## src/rtl/cr16_pkg.sv

```systemverilog
// Shared types and encodings for the CR16 ALU instruction sequencer.
package cr16_pkg;

  localparam int DATA_W = 16;

  typedef enum logic [2:0] {
    S_IDLE,
    S_DECODE,
    S_EXEC,
    S_EXEC2,
    S_RETIRE
  } state_t;

  localparam logic [3:0] ALU_ADD = 4'd0;
  localparam logic [3:0] ALU_SUB = 4'd4;
  localparam logic [3:0] ALU_AND = 4'd6;
  localparam logic [3:0] ALU_OR  = 4'd7;
  localparam logic [3:0] ALU_XOR = 4'd8;
  localparam logic [3:0] ALU_NOT = 4'd9;
  localparam logic [3:0] ALU_LSH = 4'd10;

  // Immediate forms reuse the RR ext code as their major opcode.
  localparam logic [3:0] OP_RR   = 4'h0;
  localparam logic [3:0] OP_LSH  = 4'h8;
  localparam logic [3:0] EXT_AND = 4'h1;
  localparam logic [3:0] EXT_OR  = 4'h2;
  localparam logic [3:0] EXT_XOR = 4'h3;
  localparam logic [3:0] EXT_LSH = 4'h4;
  localparam logic [3:0] EXT_ADD = 4'h5;
  localparam logic [3:0] EXT_SUB = 4'h9;
  localparam logic [3:0] EXT_CMP = 4'hB;
  localparam logic [3:0] EXT_MOV = 4'hD;

  typedef struct packed {
    logic [3:0]        a_sel;
    logic [3:0]        b_sel;
    logic              imm_sel;
    logic [DATA_W-1:0] imm;
    logic [3:0]        alu_op;
    logic              wr;
    logic              flag_upd;
    logic              illegal;
    logic              two_pass;
  } ctrl_t;

endpackage

```

## src/rtl/cr16_instr_decoder.sv

```systemverilog
// Combinational decode of one CR16 ALU instruction word into datapath controls.
module cr16_instr_decoder
  import cr16_pkg::*;
(
  input  logic [15:0] instr,
  output ctrl_t       ctrl
);

  logic [3:0] op, rd, ext, rs;
  logic [7:0] imm8;

  assign op   = instr[15:12];
  assign rd   = instr[11:8];
  assign ext  = instr[7:4];
  assign rs   = instr[3:0];
  assign imm8 = instr[7:0];

  always_comb begin
    ctrl       = '0;
    ctrl.a_sel = rd;
    if (op == OP_RR) begin
      ctrl.b_sel = rs;
      ctrl.wr    = 1'b1;
      case (ext)
        EXT_AND: ctrl.alu_op = ALU_AND;
        EXT_OR:  ctrl.alu_op = ALU_OR;
        EXT_XOR: ctrl.alu_op = ALU_XOR;
        EXT_ADD: begin ctrl.alu_op = ALU_ADD; ctrl.flag_upd = 1'b1; end
        EXT_SUB: begin ctrl.alu_op = ALU_SUB; ctrl.flag_upd = 1'b1; end
        EXT_CMP: begin ctrl.alu_op = ALU_SUB; ctrl.flag_upd = 1'b1; ctrl.wr = 1'b0; end
        EXT_MOV: begin
          // Rd = Rsrc + 0
          ctrl.a_sel   = rs;
          ctrl.b_sel   = 4'd0;
          ctrl.imm_sel = 1'b1;
          ctrl.alu_op  = ALU_ADD;
        end
        default: ctrl.illegal = 1'b1;
      endcase
    end else if (op == OP_LSH) begin
      if (ext == EXT_LSH) begin
        ctrl.b_sel  = rs;
        ctrl.alu_op = ALU_LSH;
        ctrl.wr     = 1'b1;
      end else begin
        ctrl.illegal = 1'b1;
      end
    end else begin
      ctrl.imm_sel = 1'b1;
      ctrl.wr      = 1'b1;
      case (op)
        EXT_AND: begin ctrl.alu_op = ALU_AND; ctrl.imm = {8'h00, imm8}; end
        EXT_OR:  begin ctrl.alu_op = ALU_OR;  ctrl.imm = {8'h00, imm8}; end
        EXT_XOR: begin ctrl.alu_op = ALU_XOR; ctrl.imm = {8'h00, imm8}; end
        EXT_ADD: begin ctrl.alu_op = ALU_ADD; ctrl.imm = {{8{imm8[7]}}, imm8}; ctrl.flag_upd = 1'b1; end
        EXT_SUB: begin ctrl.alu_op = ALU_SUB; ctrl.imm = {{8{imm8[7]}}, imm8}; ctrl.flag_upd = 1'b1; end
        EXT_CMP: begin
          ctrl.alu_op   = ALU_SUB;
          ctrl.imm      = {{8{imm8[7]}}, imm8};
          ctrl.flag_upd = 1'b1;
          ctrl.wr       = 1'b0;
        end
        // MOVI pass 1 clears Rd; the sequencer ORs imm8 in on pass 2.
        EXT_MOV: begin ctrl.alu_op = ALU_AND; ctrl.two_pass = 1'b1; end
        default: ctrl.illegal = 1'b1;
      endcase
    end
    if (ctrl.illegal) begin
      ctrl         = '0;
      ctrl.illegal = 1'b1;
    end
  end

endmodule

```

## src/rtl/cr16_datapath_sequencer.sv

```systemverilog
// Multi-cycle sequencer: accepts one instruction, steps cr16_datapath through it, latches result/flags.
module cr16_datapath_sequencer
  import cr16_pkg::*;
#(
  parameter int DATA_WIDTH = 16,
  parameter int NUM_REGS   = 16,
  parameter int FLAG_WIDTH = 5
) (
  input  logic                  I_CLK,
  input  logic                  I_RESET,
  input  logic                  I_INSTR_VALID,
  input  logic [15:0]           I_INSTR,
  output logic                  O_INSTR_READY,
  input  logic                  I_STALL,
  output logic                  O_DONE,
  output logic                  O_ILLEGAL,
  output logic [DATA_WIDTH-1:0] O_RESULT,
  output logic [FLAG_WIDTH-1:0] O_FLAGS,
  output logic                  O_DP_ENABLE,
  output logic                  O_DP_NRESET,
  output logic [NUM_REGS-1:0]   O_DP_REG_WRITE_ENABLE,
  output logic [3:0]            O_DP_REG_A_SELECT,
  output logic [3:0]            O_DP_REG_B_SELECT,
  output logic                  O_DP_IMMEDIATE_SELECT,
  output logic [DATA_WIDTH-1:0] O_DP_IMMEDIATE,
  output logic [3:0]            O_DP_OPCODE,
  input  logic [DATA_WIDTH-1:0] I_DP_RESULT_BUS,
  input  logic [FLAG_WIDTH-1:0] I_DP_STATUS_FLAGS
);

  state_t      state, state_nxt;
  logic [15:0] instr_q;
  ctrl_t       dec;
  logic        accept;
  logic        writing;

  cr16_instr_decoder u_dec (
    .instr (instr_q),
    .ctrl  (dec)
  );

  assign O_INSTR_READY = (state == S_IDLE) && !I_STALL && !I_RESET;
  assign accept        = O_INSTR_READY && I_INSTR_VALID;
  assign writing       = (state == S_EXEC2) || ((state == S_EXEC) && dec.wr);

  always_ff @(posedge I_CLK) begin
    if (I_RESET) state <= S_IDLE;
    else         state <= state_nxt;
  end

  always_comb begin
    state_nxt = state;
    if (!I_STALL) begin
      case (state)
        S_IDLE:   if (I_INSTR_VALID) state_nxt = S_DECODE;
        S_DECODE: state_nxt = dec.illegal ? S_RETIRE : S_EXEC;
        S_EXEC:   state_nxt = dec.two_pass ? S_EXEC2 : S_RETIRE;
        S_EXEC2:  state_nxt = S_RETIRE;
        S_RETIRE: state_nxt = S_IDLE;
        default:  state_nxt = S_IDLE;
      endcase
    end
  end

  // Captures happen on the edge that ends an unstalled EXEC/EXEC2 cycle.
  always_ff @(posedge I_CLK) begin
    if (I_RESET) begin
      instr_q  <= '0;
      O_RESULT <= '0;
      O_FLAGS  <= '0;
    end else begin
      if (accept) instr_q <= I_INSTR;
      if (!I_STALL && writing) O_RESULT <= I_DP_RESULT_BUS;
      if (!I_STALL && (state == S_EXEC) && dec.flag_upd) O_FLAGS <= I_DP_STATUS_FLAGS;
    end
  end

  always_comb begin
    O_DP_ENABLE           = !(I_STALL || I_RESET);
    O_DP_NRESET           = !I_RESET;
    O_DONE                = 1'b0;
    O_ILLEGAL             = 1'b0;
    O_DP_REG_WRITE_ENABLE = '0;
    O_DP_REG_A_SELECT     = '0;
    O_DP_REG_B_SELECT     = '0;
    O_DP_IMMEDIATE_SELECT = 1'b0;
    O_DP_IMMEDIATE        = '0;
    O_DP_OPCODE           = '0;
    case (state)
      S_DECODE, S_EXEC: begin
        O_DP_REG_A_SELECT     = dec.a_sel;
        O_DP_REG_B_SELECT     = dec.b_sel;
        O_DP_IMMEDIATE_SELECT = dec.imm_sel;
        O_DP_IMMEDIATE        = dec.imm;
        O_DP_OPCODE           = dec.alu_op;
      end
      S_EXEC2: begin
        O_DP_REG_A_SELECT     = dec.a_sel;
        O_DP_IMMEDIATE_SELECT = 1'b1;
        O_DP_IMMEDIATE        = {8'h00, instr_q[7:0]};
        O_DP_OPCODE           = ALU_OR;
      end
      S_RETIRE: begin
        O_DONE    = !I_STALL && !I_RESET;
        O_ILLEGAL = !I_STALL && !I_RESET && dec.illegal;
      end
      default: ;
    endcase
    if (writing && !I_STALL && !I_RESET)
      O_DP_REG_WRITE_ENABLE = {{(NUM_REGS-1){1'b0}}, 1'b1} << instr_q[11:8];
  end

endmodule

```

## config.mk

```make
export PLATFORM = sky130hd
export DESIGN_NAME = cr16_datapath_sequencer
export DESIGN_NICKNAME = d
export VERILOG_FILES = /design/src/rtl/cr16_pkg.sv /design/src/rtl/cr16_instr_decoder.sv /design/src/rtl/cr16_datapath_sequencer.sv
export SDC_FILE = /design/constraint.sdc
export NUM_CORES = 1
export LEC_CHECK = 0
export CORE_MARGIN = 2
export CORE_UTILIZATION = 49
export DETAILED_ROUTE_END_ITERATION = 16
export PLACE_DENSITY = 0.87
export REMOVE_ABC_BUFFERS = 1
export SLEW_MARGIN = 20
export SYNTH_ARGS = -nofsm -noshare
export SYNTH_HDL_FRONTEND = slang
export SYNTH_HIERARCHICAL = 1
export SYNTH_SLANG_ARGS = --single-unit
export TNS_END_PERCENT = 5
```

## constraint.sdc

```tcl
create_clock -name I_CLK -period 3.65 [get_ports I_CLK]
set_input_delay 0.365 -clock I_CLK [delete_from_list [all_inputs] [get_ports I_CLK]]
set_output_delay 0.365 -clock I_CLK [all_outputs]
set_load 0.01 [all_outputs]
```

==> run metrics <==
worst slack at placement 0.505 ns; combinational fraction of design power 0.203; Setup crit end kind primary output; worst path required time between 3 and 4 ns; total negative setup slack 0 ns; area fraction of the dominant cell type after synthesis 0.266; unrepaired setup endpoints after global routing false; Die Ht about 80 um; drt pass-1 iters 6; Critical-path top delay cell or4_4; postcts setup bufs 0; crit start category flip-flop; minimum clock period after layout about 3.3 ns; Power Density 276 nW/um^2; Top FF cell, synth dfxtp_1; Final Max Tran Viols 0; TritonCTS clock tree built; P_leak 0.00144 uW; first-pass GRT wire length between 10000 and 15000 um; crit-path max FO 16; Final Cycle Share 0.913; final hold vios 0; sequential area share after synthesis 0.266; Post-synth EDFFs 0; CTS Hold Buffers Added 0; gpl congestion 0.902; Power, Total approximately 1100 uW; post-synth top area cell dfxtp_1; WL/cell 16.6 um; Via-to-Cell Ratio 5.84; # resized after CTS 0; worst hold path depth 2; Avg Cell Area, Syn 7.51 um^2; 1st-iter DRT viols between 200 and 300; net switching power 329 uW; post-layout instance area between 4000 and 5000 um^2; hold_sp O_FLAGS[1]$_SDFFE_PP0P_; largest cells by area after synthesis dfxtp_1 27%, nand2_1 5.7%, a21oi_1 5.0%; Core Box Area 5920 um^2; switch share 0.287; register share of total power 0.419; antenna diode count 0; critical path cell sequence or4_4, nor4_1, nor3_2, or2_2, nand4_1, nor3_1, clkdlybuf4s50_1; Yosys warning total 6; # rows 28; Setup Viol. Count Final 0; largest net degree at the start of global routing 41; crit-path max cell delay 0.61 ns; via count 3242; area of the multi-input gates slightly below 2000 um^2; H-tree depth 2; initial antenna violation count 0; Total Wirelength approximately 9000 um; area occupied by registers approximately 800 um^2; worst rel slew slack 0.300; Placement Cell Area about 4000 um^2; share of cells above drive strength 1 0.104; R2R setup slack between 1 and 1.5 ns; most common cell in the netlist nand2_1; vias in the first global route between 2000 and 3000; Synth Register Bits 40; post-route setup slack about 0.32 ns; Int Pwr just over 800 uW; Area Growth Syn to Fin 38.2%; Crit Path Category reg -> out; worst path arrival time a little under 3 ns; final clock skew a little over 0.01 ns; DRT antenna net count 0; part of the power in the clock network 0.378; R2R cell count 6; worst vdd ir about 190 uV; reg2reg end O_RESULT[1]$_SDFFE_PP0P_; clock tree buffer depth 2; maxcap violations 0; hold endpoint O_FLAGS[1]$_SDFFE_PP0P_; Starting Density 0.508; outcome complete, no violations; die area a little under 7000 um^2; total track usage 0.272; Chip Width slightly above 80 um; Final #Nets 521; Post-synth top cells 46 x nand2_1, 40 x dfxtp_1, 36 x nor2_1; Reg2Reg Launch Point instr_q[14]$_SDFFE_PP0P_; # fillers just under 500; Fmax between 300 and 400 MHz; clk_lat worst skew ~0.30 ns; total grt overflow 0; CTS sink cnt 40; I/O Pins 112; root buf cell clkbuf_8; mapped cell area around 3000 um^2; Post-DP HPWL about 6500 um; DRC 0; number of CTS-inserted buffers 5; Async S/R FF share, synth 0; PortBufs about 110; post-synth cell types 53; Hold Crit Class reg -> reg; worst-margin pin slew around 1.0 ns; Post-Synthesis Cells between 400 and 500; clk slew on worst S/H paths roughly 0.080 ns
worst max path at each step:
stage                             start                       end  slack [ns]  depth (start not counted)
5_1_grt         instr_q[5]$_SDFFE_PP0P_  O_DP_REG_WRITE_ENABLE[8]        0.06                          8
4_1_cts        instr_q[13]$_SDFFE_PP0P_  O_DP_REG_WRITE_ENABLE[8]        0.16                          8
3_5_place_dp   instr_q[13]$_SDFFE_PP0P_  O_DP_REG_WRITE_ENABLE[8]        0.50                          8
3_3_place_gp   instr_q[13]$_SDFFE_PP0P_  O_DP_REG_WRITE_ENABLE[0]        0.61                          8
6_report       instr_q[14]$_SDFFE_PP0P_  O_DP_REG_WRITE_ENABLE[8]        0.32                          7
2_1_floorplan   instr_q[5]$_SDFFE_PP0P_  O_DP_REG_WRITE_ENABLE[0]        0.21                          7
cell families after synthesis:
| logic type | Yosys count | share of synthesized area |
|---|---|---|
| flip-flops | 40 | 0.266 |
| multiplexers | 19 | 0.0665 |
| buffers and inverters | 54 | 0.0956 |
| XOR/XNOR | 3 | 0.00873 |
| AND/OR/NAND/NOR | 197 | 0.357 |
| AO/OA/AOI/OAI | 88 | 0.206 |
routing by layer:
layer,share of wire,track usage,vias up
li1,-,-,1577
met4,0.015,0.0833,0
met1,0.41,0.355,1495
met2,0.49,0.458,156
met3,0.079,0.0435,14
met5,0,0,-
metrics by stage:
stage           util  std cells  hold slack, ns
2_1_floorplan      -        353           0.434
3_3_place_gp   0.680        548           0.442
3_5_place_dp   0.680        548           0.451
4_1_cts        0.702        555           0.463
5_1_grt        0.703        555           0.471
6_report       0.703        555           0.463
worst max-delay path, delay by kind of cell (launching register included):
family                 cells  cell delay (ns)
buffers and inverters      1             0.50
AND/OR/NAND/NOR            6             1.68
flip-flops                 1             0.49
state kept, by name, summed over array words and instances, names as in the netlist:
signal / flops
instr_q: 16
state: 3
O_RESULT: 16
O_FLAGS: 5
cell usage in the layout, fill, tap and decap left out, types with 5 or more instances in the layout:
master and count:
nand2b_1 6, buf_4 9, nor2b_1 10, nor2_2 6
nand3_1 21, and2_1 18, inv_1 5, nand4b_1 16
nand4_1 5, nor4_1 5, nor2_1 36, mux2_2 8
o21ai_0 5, o211ai_1 6, clkbuf_8 5, nor3_1 10
a21oi_1 30, dfxtp_1 38, o31ai_1 17, nand2_1 46
mux2i_1 11, clkdlybuf4s50_1 111, o211ai_2 10, a22oi_1 10
area by class of cell:
type	instances	area share
well taps	75	0.0225
repair buffers	120	0.283
clock buffers	5	0.0165
flip-flops and latches	40	0.193
multi-input cells	307	0.465
inverters	6	0.00541
clock inverters	2	0.0144
power groups by stage:
stage / logic, uW / registers (uW) / clock network [uW]
finish: 234 / 481 / 434
global route: 253 / 484 / 451
CTS: 230 / 480 / 436
detailed placement: 229 / 490 / 0
global placement: 225 / 490 / 0
floorplan: 121 / 481 / 0
No activity file was read; power rests on OpenSTA's default activity.
